`src/rtl/xnor_conv_pe_array_pkg.sv`:
```
// Shared constants, activation-select encoding and popcount helper for the
// binary 3x3 convolution PE array.
package xnor_conv_pe_array_pkg;

   localparam int unsigned NUM_PE = 9;
   localparam int unsigned ROWS   = 3;
   localparam int unsigned COLS   = 3;
   localparam int unsigned SUM_W  = 5;
   localparam logic [1:0]  CNT_INIT = 2'd3;

   typedef enum logic [1:0] {
      SelHold,
      SelIntop,
      SelRight,
      SelBelow
   } act_sel_e;

   // Pairwise adder tree over the nine XNOR bits.
   function automatic logic [3:0] popcount9(input logic [NUM_PE-1:0] v);
      logic [1:0] p0, p1, p2, p3;
      logic [2:0] q0, q1;
      p0 = {1'b0, v[0]} + {1'b0, v[1]};
      p1 = {1'b0, v[2]} + {1'b0, v[3]};
      p2 = {1'b0, v[4]} + {1'b0, v[5]};
      p3 = {1'b0, v[6]} + {1'b0, v[7]};
      q0 = {1'b0, p0} + {1'b0, p1};
      q1 = {1'b0, p2} + {1'b0, p3};
      return {1'b0, q0} + {1'b0, q1} + {3'b000, v[8]};
   endfunction

endpackage

```
`src/rtl/xnor_pe.sv`:
```
// One binary PE: weight bit, activation bit with a 4-way next-state mux,
// and the XNOR of the two.
module xnor_pe
   import xnor_conv_pe_array_pkg::*;
(
   input  logic     clk_i,
   input  logic     rst_i,
   input  logic     w_load_i,
   input  logic     w_i,
   input  act_sel_e sel_i,
   input  logic     intop_i,
   input  logic     right_i,
   input  logic     below_i,
   output logic     a_o,
   output logic     xnor_o
);

   logic w_q, w_d;
   logic a_q, a_d;

   always_comb begin
      w_d = w_load_i ? w_i : w_q;
      a_d = a_q;
      unique case (sel_i)
         SelIntop: a_d = intop_i;
         SelRight: a_d = right_i;
         SelBelow: a_d = below_i;
         default:  a_d = a_q;
      endcase
   end

   always_ff @(posedge clk_i or posedge rst_i) begin
      if (rst_i) begin
         w_q <= 1'b0;
         a_q <= 1'b0;
      end else begin
         w_q <= w_d;
         a_q <= a_d;
      end
   end

   assign a_o    = a_q;
   assign xnor_o = ~(a_q ^ w_q);

endmodule

```
`src/rtl/xnor_conv_pe_array.sv`:
```
// 3x3 XNOR-popcount convolution array: nine PEs, popcount to a signed +/-1
// dot product, and a countdown that emits one valid result per window.
module xnor_conv_pe_array
   import xnor_conv_pe_array_pkg::*;
(
   input  logic              clk,
   input  logic              rst,
   input  logic              start,
   input  logic              weight_control,
   input  logic [NUM_PE-1:0] weight_in,
   input  logic [NUM_PE-1:0] top_start,
   input  logic [NUM_PE-1:0] top_control,
   input  logic [NUM_PE-1:0] side_control,
   input  logic              intop,
   output logic [SUM_W-1:0]  partial_sum_out,
   output logic              valid
);

   logic [NUM_PE-1:0] act;
   logic [NUM_PE-1:0] xnor_bits;
   logic [NUM_PE-1:0] right_n;
   logic [NUM_PE-1:0] below_n;
   act_sel_e          sel [NUM_PE];

   for (genvar k = 0; k < NUM_PE; k++) begin : g_pe
      // Edge PEs see themselves as neighbour, so a shift there is a hold.
      if ((k % COLS) == COLS - 1) begin : g_right_edge
         assign right_n[k] = act[k];
      end else begin : g_right
         assign right_n[k] = act[k+1];
      end
      if ((k / COLS) == ROWS - 1) begin : g_bottom_edge
         assign below_n[k] = act[k];
      end else begin : g_below
         assign below_n[k] = act[k+COLS];
      end

      always_comb begin
         sel[k] = SelHold;
         if (top_start[k]) begin
            sel[k] = SelIntop;
         end else if (start && !top_control[k]) begin
            sel[k] = side_control[k] ? SelRight : SelBelow;
         end
      end

      xnor_pe u_pe (
         .clk_i    (clk),
         .rst_i    (rst),
         .w_load_i (weight_control),
         .w_i      (weight_in[k]),
         .sel_i    (sel[k]),
         .intop_i  (intop),
         .right_i  (right_n[k]),
         .below_i  (below_n[k]),
         .a_o      (act[k]),
         .xnor_o   (xnor_bits[k])
      );
   end

   logic [3:0]       pop;
   logic [SUM_W-1:0] sum;
   logic [1:0]       cnt_q, cnt_d;
   logic [SUM_W-1:0] psum_q, psum_d;
   logic             valid_q, valid_d;
   logic             capture;

   assign pop = popcount9(xnor_bits);
   // 2*pop - 9 wraps correctly into 5-bit two's complement.
   assign sum = {pop, 1'b0} - SUM_W'(NUM_PE);

   always_comb begin
      cnt_d   = cnt_q;
      capture = 1'b0;
      if (start) begin
         cnt_d = CNT_INIT;
      end else if (cnt_q != 2'd0) begin
         cnt_d   = cnt_q - 2'd1;
         capture = (cnt_q == 2'd1);
      end
      valid_d = capture;
      psum_d  = capture ? sum : psum_q;
   end

   always_ff @(posedge clk or posedge rst) begin
      if (rst) begin
         cnt_q   <= 2'd0;
         psum_q  <= '0;
         valid_q <= 1'b0;
      end else begin
         cnt_q   <= cnt_d;
         psum_q  <= psum_d;
         valid_q <= valid_d;
      end
   end

   assign partial_sum_out = psum_q;
   assign valid           = valid_q;

endmodule

```
`config.mk`:
```
export PLATFORM = sky130hd
export DESIGN_NAME = xnor_conv_pe_array
export DESIGN_NICKNAME = d
export VERILOG_FILES = /design/src/rtl/xnor_conv_pe_array_pkg.sv /design/src/rtl/xnor_pe.sv /design/src/rtl/xnor_conv_pe_array.sv
export SDC_FILE = /design/constraint.sdc
export NUM_CORES = 1
export LEC_CHECK = 0
export BUFFER_PORTS_ARGS = -buffer_cell sky130_fd_sc_hd__buf_4
export CORE_MARGIN = 3
export CORE_UTILIZATION = 45
export DETAILED_ROUTE_END_ITERATION = 12
export PLACE_DENSITY = 0.85
export SLEW_MARGIN = 25
export SYNTH_ARGS = -nofsm -noshare
export SYNTH_HDL_FRONTEND = slang
export SYNTH_SLANG_ARGS = --single-unit
```
`constraint.sdc`:
```
create_clock -name clk -period 3.6 [get_ports clk]
set_input_delay 0.36 -clock clk [delete_from_list [all_inputs] [get_ports clk]]
set_output_delay 0.36 -clock clk [all_outputs]
set_load 0.05 [all_outputs]
```
Yosys cells after proc, flatten, opt, wreduce, memory -nomap -nowiden
Index checks and enable logic that the tools add are counted.
{ "op_classes": {"n_addsub": 10, "eq_ne": 22, "n_mux": 39, "n_bitwise": 18, "n_reduce_logical": 28} }
{ "op_table": {"columns": ["operator", "count"], "rows": [
  ["$mux 2", 20],
  ["$eq 2x2->1 const B", 12],
  ["$eq 2x1->1 const B", 10],
  ["$pmux 1 s3", 4],
  ["$reduce_bool 2->1", 6],
  ["$reduce_bool 3->1", 4],
  ["$mux 1", 11],
  ["$logic_and 1x1->1", 9],
  ["$logic_not 1->1", 9],
  ["$not 1->1", 9],
  ["$xor 1x1->1", 9],
  ["$add 1x1->2", 4],
  ["$pmux 1 s2", 4],
  ["$add 2x2->3", 2],
  ["$sub 5x4->5 const B", 1],
  ["$add 3x3->4", 1],
  ["$add 4x1->4", 1],
  ["$sub 2x1->2 const B", 1]
]} }
{ "totals": {"reg_bits": 26, "output_inout_bits": 6, "elab_cells": 138} }

Depth between registers and ports, before layout
Gate-level depths: netlist of run 1.
{ "depth": {"word_depth": 7, "mapped_depth": 12, "mapped_depth_nobuf": 12} }

By module
From an unflattened synthesis of run 1, not the netlist that was laid out.
{ "unflattened": {"cells_unflattened": 141, "area_unflattened_um2": 1602.8} }
{ "by_module_without_submodules": {"columns": ["mod", "instances", "cells_per_inst", "area_per_inst_um2"], "rows": [
  ["xnor_pe", 9, 6, 96.3],
  ["xnor_conv_pe_array", 1, 87, 735.7]
]} }

Least setup slack after synthesis of run 1
No wires, ideal clock.
{ "synth_path": {"kind": "reg-to-reg", "start": "register g_pe[0].u_pe.w_q", "end": "register psum_q[3] (netlist: partial_sum_out[3])", "setup_time_ps": 136, "arrival_ps": 3594, "setup_slack_ps": -130, "path_stages_with_launch": 13, "n_path_buf": 0, "synth_period_minus_slack_ps": 3730, "path_cell_list": "dfrtp_1 -> xor2_1 -> fa_1 -> inv_1 -> fa_1 -> fa_1 -> fa_1 -> inv_1 -> fa_1 -> ha_1 -> xor2_1 -> xnor2_1 -> o21ai_0"} }
{ "synth_via": {"elab_chain_cells": 7} }
{ "synth_rtl": {"columns": ["item", "line_no", "text"], "rows": [
  ["start, declared", "xnor_pe.sv:18", "logic w_q, w_d;"],
  ["start signal, assigned", "xnor_pe.sv:37", "w_q <= w_d;"],
  ["$xor 1x1->1", "xnor_pe.sv:43", "assign xnor_o = ~(a_q ^ w_q);"],
  ["$not 1->1", "xnor_pe.sv:43", null],
  ["$add 1x1->2", "xnor_conv_pe_array_pkg.sv:22", "p0 = {1'b0, v[0]} + {1'b0, v[1]};"],
  ["$add 2x2->3", "xnor_conv_pe_array_pkg.sv:26", "q0 = {1'b0, p0} + {1'b0, p1};"],
  ["$add 3x3->4", "xnor_conv_pe_array_pkg.sv:28", "return {1'b0, q0} + {1'b0, q1} + {3'b000, v[8]};"],
  ["$add 4x1->4", "xnor_conv_pe_array_pkg.sv:28", null],
  ["$sub 5x4->5", "xnor_conv_pe_array.sv:70", "assign sum = {pop, 1'b0} - SUM_W'(NUM_PE);"],
  ["end signal, assigned", "xnor_conv_pe_array.sv:92", "psum_q <= psum_d;"],
  ["end, declared", "xnor_conv_pe_array.sv:64", "logic [SUM_W-1:0] psum_q, psum_d;"]
]} }
No other way between the ends.
A chain may end at the register's enable or synchronous reset.

Worst setup path after layout of run 1
Ends and elaborated chain as after synthesis.

==> flow_summary.json, run 1 <==
{
  "clk_transition_reported_paths_ns": 0.15,
  "crit_cells": 12,
  "irDropWorstVdd_mv": 0.305,
  "wl_per_cell_um": 13.6,
  "cp_num_buf_inv": 2,
  "htreeDepth": 1,
  "critPathKind": "reg2reg",
  "antenna_found_initial": 0,
  "dr_total_vias": 1149,
  "worstSetupStartpointType": "register",
  "p_per_area_nw_per_um2": 706,
  "grt_max_degree": 27,
  "hpwl_um": 2520,
  "die-area_um2": 4050,
  "overflow": 0,
  "synth_area_per_cell_um2": 10.8,
  "slowest_stage": "fa_1",
  "slew_viol_final": 0,
  "syn-cell-area_um2": 1500,
  "total_power_mw": 1.38,
  "fin_crit_sh": 1.01,
  "p_leak_nw": 0.947,
  "cp.arrival_ns": 3.87,
  "initial_core_util": 0.482,
  "min_period_ns": 3.64,
  "rr_worst_depth": 12,
  "cp_top_family": "adder cells",
  "yosys_warnings": 0,
  "final_nets": 241,
  "drc": 0,
  "cp.required_ns": 3.83,
  "crit_fanout": 2,
  "die_h_um": 63.7,
  "failed_checks": "setup timing",
  "syn_inst": 139,
  "wl_um": 3130,
  "worstSetupStartpoint": "g_pe[0].u_pe.w_q",
  "insertedDiodeCount": 0,
  "worst_pin_slew_ns": 0.914,
  "fmax_mhz": 275,
  "grt_usage": 0.170,
  "clock_latency_ns": 0.33,
  "hold_viol_final": 0,
  "cpPeakStageDelay_ns": 0.53,
  "rows": 20,
  "pin_count": 47,
  "post_layout_nonfiller_instances": 231,
  "drive_above_1_share": 0.380,
  "seq_area_frac_synth": 0.435,
  "drt_iter0_drc": 49,
  "rsz0062_at_grt": "true",
  "numPortBuffers": 44,
  "final_core_util": 0.631,
  "cts_num_sinks": 26,
  "relSlewSlack": 0.387,
  "place_worst_setup_slack_ns": -0.157,
  "via_per_inst": 4.97,
  "cts_made_buffers": 3,
  "hold_path_class": "in2async",
  "cts_tree": "done",
  "worst_slack_ns": -0.0420,
  "dr.pass1.iters": 4,
  "postRouteAntennaNets": 0,
  "fp.coreArea_um2": 3100,
  "syn_to_final_growth_pct": 30.8,
  "finClkSkew_ns": 0.00634,
  "maxCapViolations": 0,
  "clock-root-buffer": "clkbuf_4",
  "synth-seq-cells": 26,
  "clk_path_buf_depth": 2,
  "grt_pass1_wl_um": 5450,
  "synth_fp_nets": 192,
  "finalSetupViolations": 1,
  "crit_top_cell": "fa_1",
  "synth_cell_types": 23,
  "dpl.cell_count": 226,
  "path_cells": "xor2_1, fa_1, inv_1, fa_1, fa_1, fa_2, inv_2, fa_1, ha_2, xor2_2, xnor2_1, o21ai_1",
  "fp.dieW_um": 63.7,
  "place_congestion": 0.765,
  "end_kind": "register",
  "r2r_start": "g_pe[0].u_pe.w_q",
  "status": "finished, violations left",
  "grt_pass1_vias": 1281
}
## stage by stage
step	cell area [um2]	hold slack, ns	setup TNS [ns]
3_3_place_gp	1890	0.453	-0.0312
6_report	1960	0.0986	-0.0420
2_1_floorplan	1500	0.400	0
5_1_grt	1960	0.135	-0.364
4_1_cts	1950	0.202	-0.102
3_5_place_dp	1890	0.454	-0.232
## worst register-to-register path: stages, from the launching register on
cell and delay, ns:
dfrtp_1 0.42, xor2_1 0.18, fa_1 0.53, inv_1 0.05
fa_1 0.50, fa_1 0.43, fa_2 0.36, inv_2 0.06
fa_1 0.43, ha_2 0.22, xor2_2 0.15, xnor2_1 0.14
o21ai_1 0.07
## layout make-up
class / count / area (um2)
timing repair buffer: 48 / 360
clock inverter: 1 / 30.0
sequential: 26 / 651
inverter: 10 / 37.5
clock buffer: 3 / 22.5
tap: 44 / 55.1
fill: 275 / 1150
multi-input combinational: 99 / 801
## layer usage
| metal | part of all wire | up-vias | track usage | wire length (um) |
|---|---|---|---|---|
| met5 | 0 | - | 0 | 0 |
| met4 | 0.022 | 0 | 0.0566 | 70 |
| met3 | 0.056 | 7 | 0.0321 | 175 |
| met2 | 0.55 | 35 | 0.340 | 1740 |
| met1 | 0.37 | 560 | 0.172 | 1150 |
| li1 | - | 547 | - | - |
## registers in the layout, summed over array words and instances (netlist names)
name	cells
g_pe.u_pe.w_q	9
cnt_q	2
valid	1
partial_sum_out	5
g_pe.u_pe.a_o	9
## kinds of logic (layout without fill, tap and decap cells)
| kind of cell | Yosys count | after routing | share of synthesized area |
|---|---|---|---|
| AOI/OAI and AO/OA | 17 | 17 | 0.0610 |
| xor gates and xnor gates | 12 | 12 | 0.0702 |
| adders and majority gates | 12 | 12 | 0.125 |
| buffers and inverters | 14 | 62 | 0.0385 |
| DFF | 26 | 26 | 0.435 |
| muxes | 21 | 21 | 0.152 |
| and+or+nand+nor | 37 | 37 | 0.118 |
## cells in the final DEF (no fill, tap or decap), types with 6 or more instances in the layout
master / Yosys / layout
buf_4: 1 / 48
dfrtp_1: 26 / 26
nor2_1: 13 / 13
mux2_2: 12 / 12
nand2b_1: 10 / 10
nand2_1: 9 / 9
o21ai_0: 9 / 8
inv_1: 10 / 8
mux2i_1: 7 / 7
xnor2_1: 7 / 7
a21oi_1: 6 / 6
ha_1: 7 / 6
## synthesized netlist by cell type (all sizes together)
| library cell | n | area (um2) |
|---|---|---|
| dfrtp | 26 | 651 |
| mux2 | 14 | 158 |
| nor2 | 13 | 48.8 |
| nand2 | 11 | 46.3 |
| inv | 10 | 37.5 |
| nand2b | 10 | 62.6 |
| o21ai | 9 | 45.0 |
| ha | 7 | 87.6 |
| mux2i | 7 | 70.1 |
| xnor2 | 7 | 61.3 |
| a21oi | 6 | 30.0 |
| fa | 5 | 100 |
| xor2 | 5 | 43.8 |
| buf | 2 | 12.5 |
| clkbuf | 2 | 7.51 |
| a21o | 1 | 7.51 |
| a22o | 1 | 8.76 |
| nand3 | 1 | 5.00 |
| nand3b | 1 | 7.51 |
| or2 | 1 | 6.26 |
## worst paths after layout
check | endpoint | slack, ns
max in group asynchronous | g_pe[3].u_pe.a_o | 3.08
min reg2reg | partial_sum_out[0] | 0.49
max reg2reg | partial_sum_out[3] | -0.04
min | cnt_q[1] | 0.1
min in group clk | g_pe[0].u_pe.a_o | 0.20
max | partial_sum_out[3] | -0.04
## report_power, final
group	total, mW	internal (mW)	switching [mW]
sequential	0.377	0.342	0.0348
clock	0.204	0.113	0.0910
combinational	0.802	0.379	0.423
total	1.38	0.834	0.548
## what timing repair did
item,CTS,global route
resized for setup,3,1
endpoints found under the setup margin,2,3
setup buffers,1,0
gates cloned,0,0
pin swaps,4,1
hold buffers,0,0
Note: power is estimated with default switching activity, not from simulation.
==> run 2: changes to the inputs <==
--- a/config.mk
+++ b/config.mk
@@ -5,11 +5,12 @@
 export SDC_FILE = /design/constraint.sdc
 export NUM_CORES = 1
 export LEC_CHECK = 0
+export ABC_AREA = 1
 export BUFFER_PORTS_ARGS = -buffer_cell sky130_fd_sc_hd__buf_4
 export CORE_MARGIN = 3
 export CORE_UTILIZATION = 45
 export DETAILED_ROUTE_END_ITERATION = 12
-export PLACE_DENSITY = 0.85
+export PLACE_DENSITY = 0.81
 export SLEW_MARGIN = 25
 export SYNTH_ARGS = -nofsm -noshare
 export SYNTH_HDL_FRONTEND = slang
==> constraint.sdc (replaced) <==
create_clock -name clk -period 3.85 [get_ports clk]
set_input_delay 0.385 -clock clk [delete_from_list [all_inputs] [get_ports clk]]
set_output_delay 0.385 -clock clk [all_outputs]
set_load 0.05 [all_outputs]
==> flow_summary.json, run 2 <==
{
  "postRouteAntennaNets": 0,
  "rr_worst_depth": 13,
  "placed_area_um2": 1950,
  "yosys_warnings": 0,
  "synth_fp_nets": 230,
  "insertedDiodeCount": 0,
  "finalHoldWorstSlack_ns": 0.108,
  "synth_cell_types": 25,
  "yosys.area.top_type": "dfrtp_1",
  "synth_most_common_cell": "nand2_1",
  "htreeDepth": 1,
  "irDropWorstVdd_mv": 0.269,
  "synth.top_cell.area_share": 0.411,
  "syn_inst": 177,
  "critPathKind": "reg2reg",
  "hold_viol_final": 0,
  "worst_pin_slew_ns": 0.543,
  "grt_pass1_wl_um": 5110,
  "clk_path_buf_depth": 2,
  "wl_um": 2970,
  "hpwl_um": 2490,
  "initial_core_util": 0.494,
  "drive_above_1_share": 0.309,
  "p_per_area_nw_per_um2": 567,
  "overflow": 0,
  "dr.pass1.iters": 4,
  "dr_total_vias": 1248,
  "slew_viol_final": 0,
  "multi_input_area_um2": 811,
  "cp.required_ns": 4.06,
  "rsz0062_at_grt": "false",
  "crit_fanout": 3,
  "tns_ns": 0,
  "mostFrequentLayoutCell": "buf_4",
  "total_power_mw": 1.13,
  "die_h_um": 65.3,
  "worstSetupStartpointType": "register",
  "die-area_um2": 4260,
  "rows": 20,
  "end_kind": "register",
  "drt_iter0_drc": 48,
  "netlist_top_cells_count": "nand2_1, dfrtp_1, inv_1",
  "synth-seq-cells": 26,
  "drc": 0,
  "clock-root-buffer": "clkbuf_4",
  "cts_made_buffers": 3,
  "cts_num_sinks": 26,
  "status": "finished, final reports clean",
  "fp.dieW_um": 65.3,
  "seq_area_frac_synth": 0.411,
  "min_period_ns": 3.64,
  "grt_usage": 0.150,
  "fmax_mhz": 274,
  "finalInstanceArea_um2": 1980,
  "synth_ff_type": "dfrtp_1",
  "numPortBuffers": 44,
  "hold_path_class": "in2async",
  "regArea_um2": 651,
  "final_core_util": 0.620,
  "place_congestion": 0.839,
  "via_per_inst": 4.67,
  "syn_to_final_growth_pct": 25.4,
  "cp.arrival_ns": 3.85,
  "synth_area_leaders": "dfrtp_1, nand2_1, mux2_2",
  "clk_transition_reported_paths_ns": 0.14,
  "cts_tree": "done",
  "final_nets": 278,
  "finClkSkew_ns": 0.0127,
  "antenna_found_initial": 0,
  "pin_count": 47,
  "fillers": 301,
  "synth_area_per_cell_um2": 8.94,
  "fin_crit_sh": 0.946,
  "fp.coreArea_um2": 3200,
  "finalSetupViolations": 0,
  "p_leak_nw": 1.03,
  "grt_pass1_vias": 1233,
  "relSlewSlack": 0.637,
  "clock_latency_ns": 0.31,
  "ys_async_sr_fraction": 1.00,
  "syn-cell-area_um2": 1580,
  "synth-edff-count": 0,
  "maxCapViolations": 0,
  "wl_per_cell_um": 11.1,
  "grt_max_degree": 27,
  "final_cell_mix": "buf_4, nand2_1, dfrtp_1"
}
run 2: cell count changes after synthesis, sizes merged, moves of 5 or more:
cell | before | now
inv | 10 | 28
mux2 | 14 | 9
mux2i | 7 | 0
nand2 | 11 | 44
nand2b | 10 | 0
nand3 | 1 | 10
run 2: stage by stage:
stage | std cells | worst slack [ns]
after floorplan | 177 | 0.275
after global placement | 263 | 0.194
after detailed placement | 263 | 0.149
after CTS | 266 | 0.127
after global routing | 267 | 0.0633
final | 267 | 0.206
run 2: path summary, 6_finish.rpt:
| check | from | end | slack, ns |
|---|---|---|---|
| max reg2reg | g_pe[0].u_pe.w_q | partial_sum_out[3] | 0.21 |
| max | g_pe[0].u_pe.w_q | partial_sum_out[3] | 0.21 |
| min | rst | g_pe[5].u_pe.w_q | 0.11 |
| min reg2reg | partial_sum_out[0] | partial_sum_out[0] | 0.49 |
| max in group asynchronous | rst | cnt_q[0] | 3.38 |
| min in group clk | top_start[8] | g_pe[8].u_pe.a_o | 0.23 |
run 2: cell families (layout without fill, tap and decap cells):
| family | Yosys count | in the layout | synth area share |
|---|---|---|---|
| mux | 9 | 9 | 0.0640 |
| simple gates | 68 | 68 | 0.185 |
| fa+ha+maj | 12 | 12 | 0.119 |
| xor+xnor | 9 | 9 | 0.0498 |
| flops | 26 | 26 | 0.411 |
| buf+inv | 30 | 76 | 0.0783 |
| compound gates | 23 | 23 | 0.0933 |
run 2: layer usage:
layer  vias up  part of all wire  global-route usage
met5         -                 0                   0
met4         0            0.0064              0.0285
met3         2             0.049              0.0222
met2        32              0.48               0.263
met1       564              0.46               0.197
li1        650                 -                   -
run 2: final cells by class:
| class | count | area share |
|---|---|---|
| clock buffers | 3 | 0.0113 |
| inverters | 28 | 0.0542 |
| multi-input cells | 121 | 0.409 |
| flip-flops and latches | 26 | 0.328 |
| well taps | 44 | 0.0277 |
| repair buffers | 45 | 0.170 |
run 2: where the power goes:
group / internal (mW) / total [mW] / switching, mW
registers: 0.319 / 0.352 / 0.0338
logic: 0.276 / 0.663 / 0.387
clock network: 0.0365 / 0.110 / 0.0735
run 2: repair_timing:
action,CTS,global route
setup buffers,0,1
resized for setup,0,1
setup endpoints to repair,0,2
hold buffers,0,0
run 2: critical path, stage by stage (launching register included):
cell	delay (ns)
dfrtp_1	0.41
xor2_1	0.18
fa_1	0.53
inv_1	0.06
fa_1	0.50
fa_1	0.52
fa_2	0.43
inv_1	0.08
fa_1	0.43
ha_1	0.21
inv_1	0.05
nand2_1	0.04
nand3_1	0.06
nand2_1	0.05
==> run 3: changes to the inputs <==
--- a/config.mk
+++ b/config.mk
@@ -5,12 +5,11 @@
 export SDC_FILE = /design/constraint.sdc
 export NUM_CORES = 1
 export LEC_CHECK = 0
-export ABC_AREA = 1
 export BUFFER_PORTS_ARGS = -buffer_cell sky130_fd_sc_hd__buf_4
 export CORE_MARGIN = 3
 export CORE_UTILIZATION = 45
 export DETAILED_ROUTE_END_ITERATION = 12
-export PLACE_DENSITY = 0.81
+export PLACE_DENSITY = 0.82
 export SLEW_MARGIN = 25
 export SYNTH_ARGS = -nofsm -noshare
 export SYNTH_HDL_FRONTEND = slang
==> flow_summary.json, run 3 (synthesis gave the netlist of run 1 again) <==
{
  "fin_crit_sh": 0.980,
  "drive_above_1_share": 0.362,
  "slowest_stage": "fa_1",
  "maxCapViolations": 0,
  "cts_tree": "done",
  "insertedDiodeCount": 0,
  "end_kind": "register",
  "wl_per_cell_um": 13.2,
  "placed_area_um2": 1860,
  "cp.arrival_ns": 3.99,
  "die-area_um2": 4050,
  "final_cell_mix": "buf_4, dfrtp_1, nor2_1",
  "wl_met3_um": 185,
  "dpl.cell_count": 223,
  "cts_num_sinks": 26,
  "grt_max_degree": 27,
  "grt_pass1_vias": 1209,
  "antenna_found_initial": 0,
  "syn_to_final_growth_pct": 28.2,
  "final_core_util": 0.618,
  "worst_pin_slew_ns": 0.899,
  "path_cells": "xor2_1, fa_1, inv_1, fa_1, fa_1, fa_2, inv_1, fa_1, ha_2, xor2_1, xnor2_1, o21ai_1",
  "finalInstanceArea_um2": 1920,
  "status": "finished, final reports clean",
  "rrSetupSlack_ns": 0.08,
  "numPortBuffers": 44,
  "min_period_ns": 3.77,
  "place_congestion": 0.783,
  "relSlewSlack": 0.397,
  "cts_made_buffers": 3,
  "initial_core_util": 0.482,
  "finClkSkew_ns": 0.00589,
  "wl_met1_um": 1200,
  "hold_viol_final": 0,
  "crit_top_cell": "fa_1",
  "die_h_um": 63.7,
  "fp.coreArea_um2": 3100,
  "wl_um": 3020,
  "crit_fanout": 2,
  "pin_count": 47,
  "clk_path_buf_depth": 2,
  "clk_transition_reported_paths_ns": 0.14,
  "hold_path_class": "in2async",
  "dr.pass1.iters": 4,
  "rr_worst_depth": 12,
  "hpwl_um": 2450,
  "cpPeakStageDelay_ns": 0.55,
  "p_leak_nw": 0.930,
  "mostFrequentLayoutCell": "buf_4",
  "finalHoldWorstSlack_ns": 0.126,
  "clock-root-buffer": "clkbuf_4",
  "finalSetupViolations": 0,
  "htreeDepth": 1,
  "fp.dieW_um": 63.7,
  "dr_total_vias": 1105,
  "r2r_start": "g_pe[0].u_pe.w_q",
  "drc": 0,
  "fillers": 286,
  "slew_viol_final": 0,
  "postRouteAntennaNets": 0,
  "worstSetupStartpointType": "register",
  "clock_latency_ns": 0.32,
  "rows": 20,
  "irDropWorstVdd_mv": 0.320,
  "grt_pass1_wl_um": 5140,
  "critPathKind": "reg2reg",
  "via_per_inst": 4.83,
  "final_nets": 239,
  "wl_met2_um": 1600,
  "drt_iter0_drc": 25,
  "regArea_um2": 651,
  "top_layer": "met4",
  "p_per_area_nw_per_um2": 637,
  "cp.required_ns": 4.06,
  "post_layout_nonfiller_instances": 229,
  "multi_input_area_um2": 793,
  "fmax_mhz": 265,
  "overflow": 0,
  "rsz0062_at_grt": "true",
  "grt_usage": 0.160,
  "r2r_end": "partial_sum_out[3]"
}
-- run 3: repair_timing --
action                                  in CTS  in global routing
setup buffers                                0                  2
endpoints found under the setup margin       2                  2
pin swaps                                    2                  2
gates resized for setup                      1                  2
gates cloned                                 0                  0
hold buffers                                 0                  0
-- run 3: routing by layer --
| layer | global-route usage | vias to the layer above |
|---|---|---|
| met5 | 0 | - |
| met4 | 0.0485 | 0 |
| met3 | 0.0357 | 5 |
| met2 | 0.296 | 39 |
| met1 | 0.180 | 515 |
| li1 | - | 546 |
-- run 3: critical path, delay by kind of cell, from the launching register on --
| kind | cells | cell delay, ns |
|---|---|---|
| fa+ha+maj | 6 | 2.55 |
| xor+xnor | 3 | 0.49 |
| flops | 1 | 0.42 |
| buf+inv | 2 | 0.13 |
| compound gates | 1 | 0.07 |
-- run 3: layout make-up --
type / instances / share of cell area
sequential: 26 / 0.339
timing repair buffer: 46 / 0.180
multi-input combinational: 99 / 0.414
inverter: 10 / 0.0196
clock buffer: 4 / 0.0189
tap: 44 / 0.0287
-- run 3: worst max path at each step --
stage                         end             start  slack, ns
2_1_floorplan  partial_sum_out[3]  g_pe[0].u_pe.w_q       0.12
3_3_place_gp   partial_sum_out[3]  g_pe[0].u_pe.w_q       0.05
3_5_place_dp   partial_sum_out[3]  g_pe[0].u_pe.w_q      -0.08
4_1_cts        partial_sum_out[3]  g_pe[0].u_pe.w_q       0.02
5_1_grt        partial_sum_out[3]  g_pe[0].u_pe.w_q       -0.1
6_report       partial_sum_out[3]  g_pe[0].u_pe.w_q       0.08
-- run 3: metrics by stage --
stage	worst slack, ns	power, mW	setup TNS (ns)
4_1_cts	0.0166	1.16	0
6_report	0.0751	1.22	0
3_5_place_dp	-0.0834	1.02	-0.0834
2_1_floorplan	0.120	0.845	0
3_3_place_gp	0.0464	0.965	0
5_1_grt	-0.0964	1.34	-0.105
-- run 3: report_power, final --
| group | internal, mW | leakage [nW] | total, mW | switching [mW] |
|---|---|---|---|---|
| registers | 0.320 | 0.307 | 0.353 | 0.0329 |
| clock network | 0.0578 | 0.0210 | 0.138 | 0.0806 |
| logic | 0.351 | 0.602 | 0.730 | 0.379 |
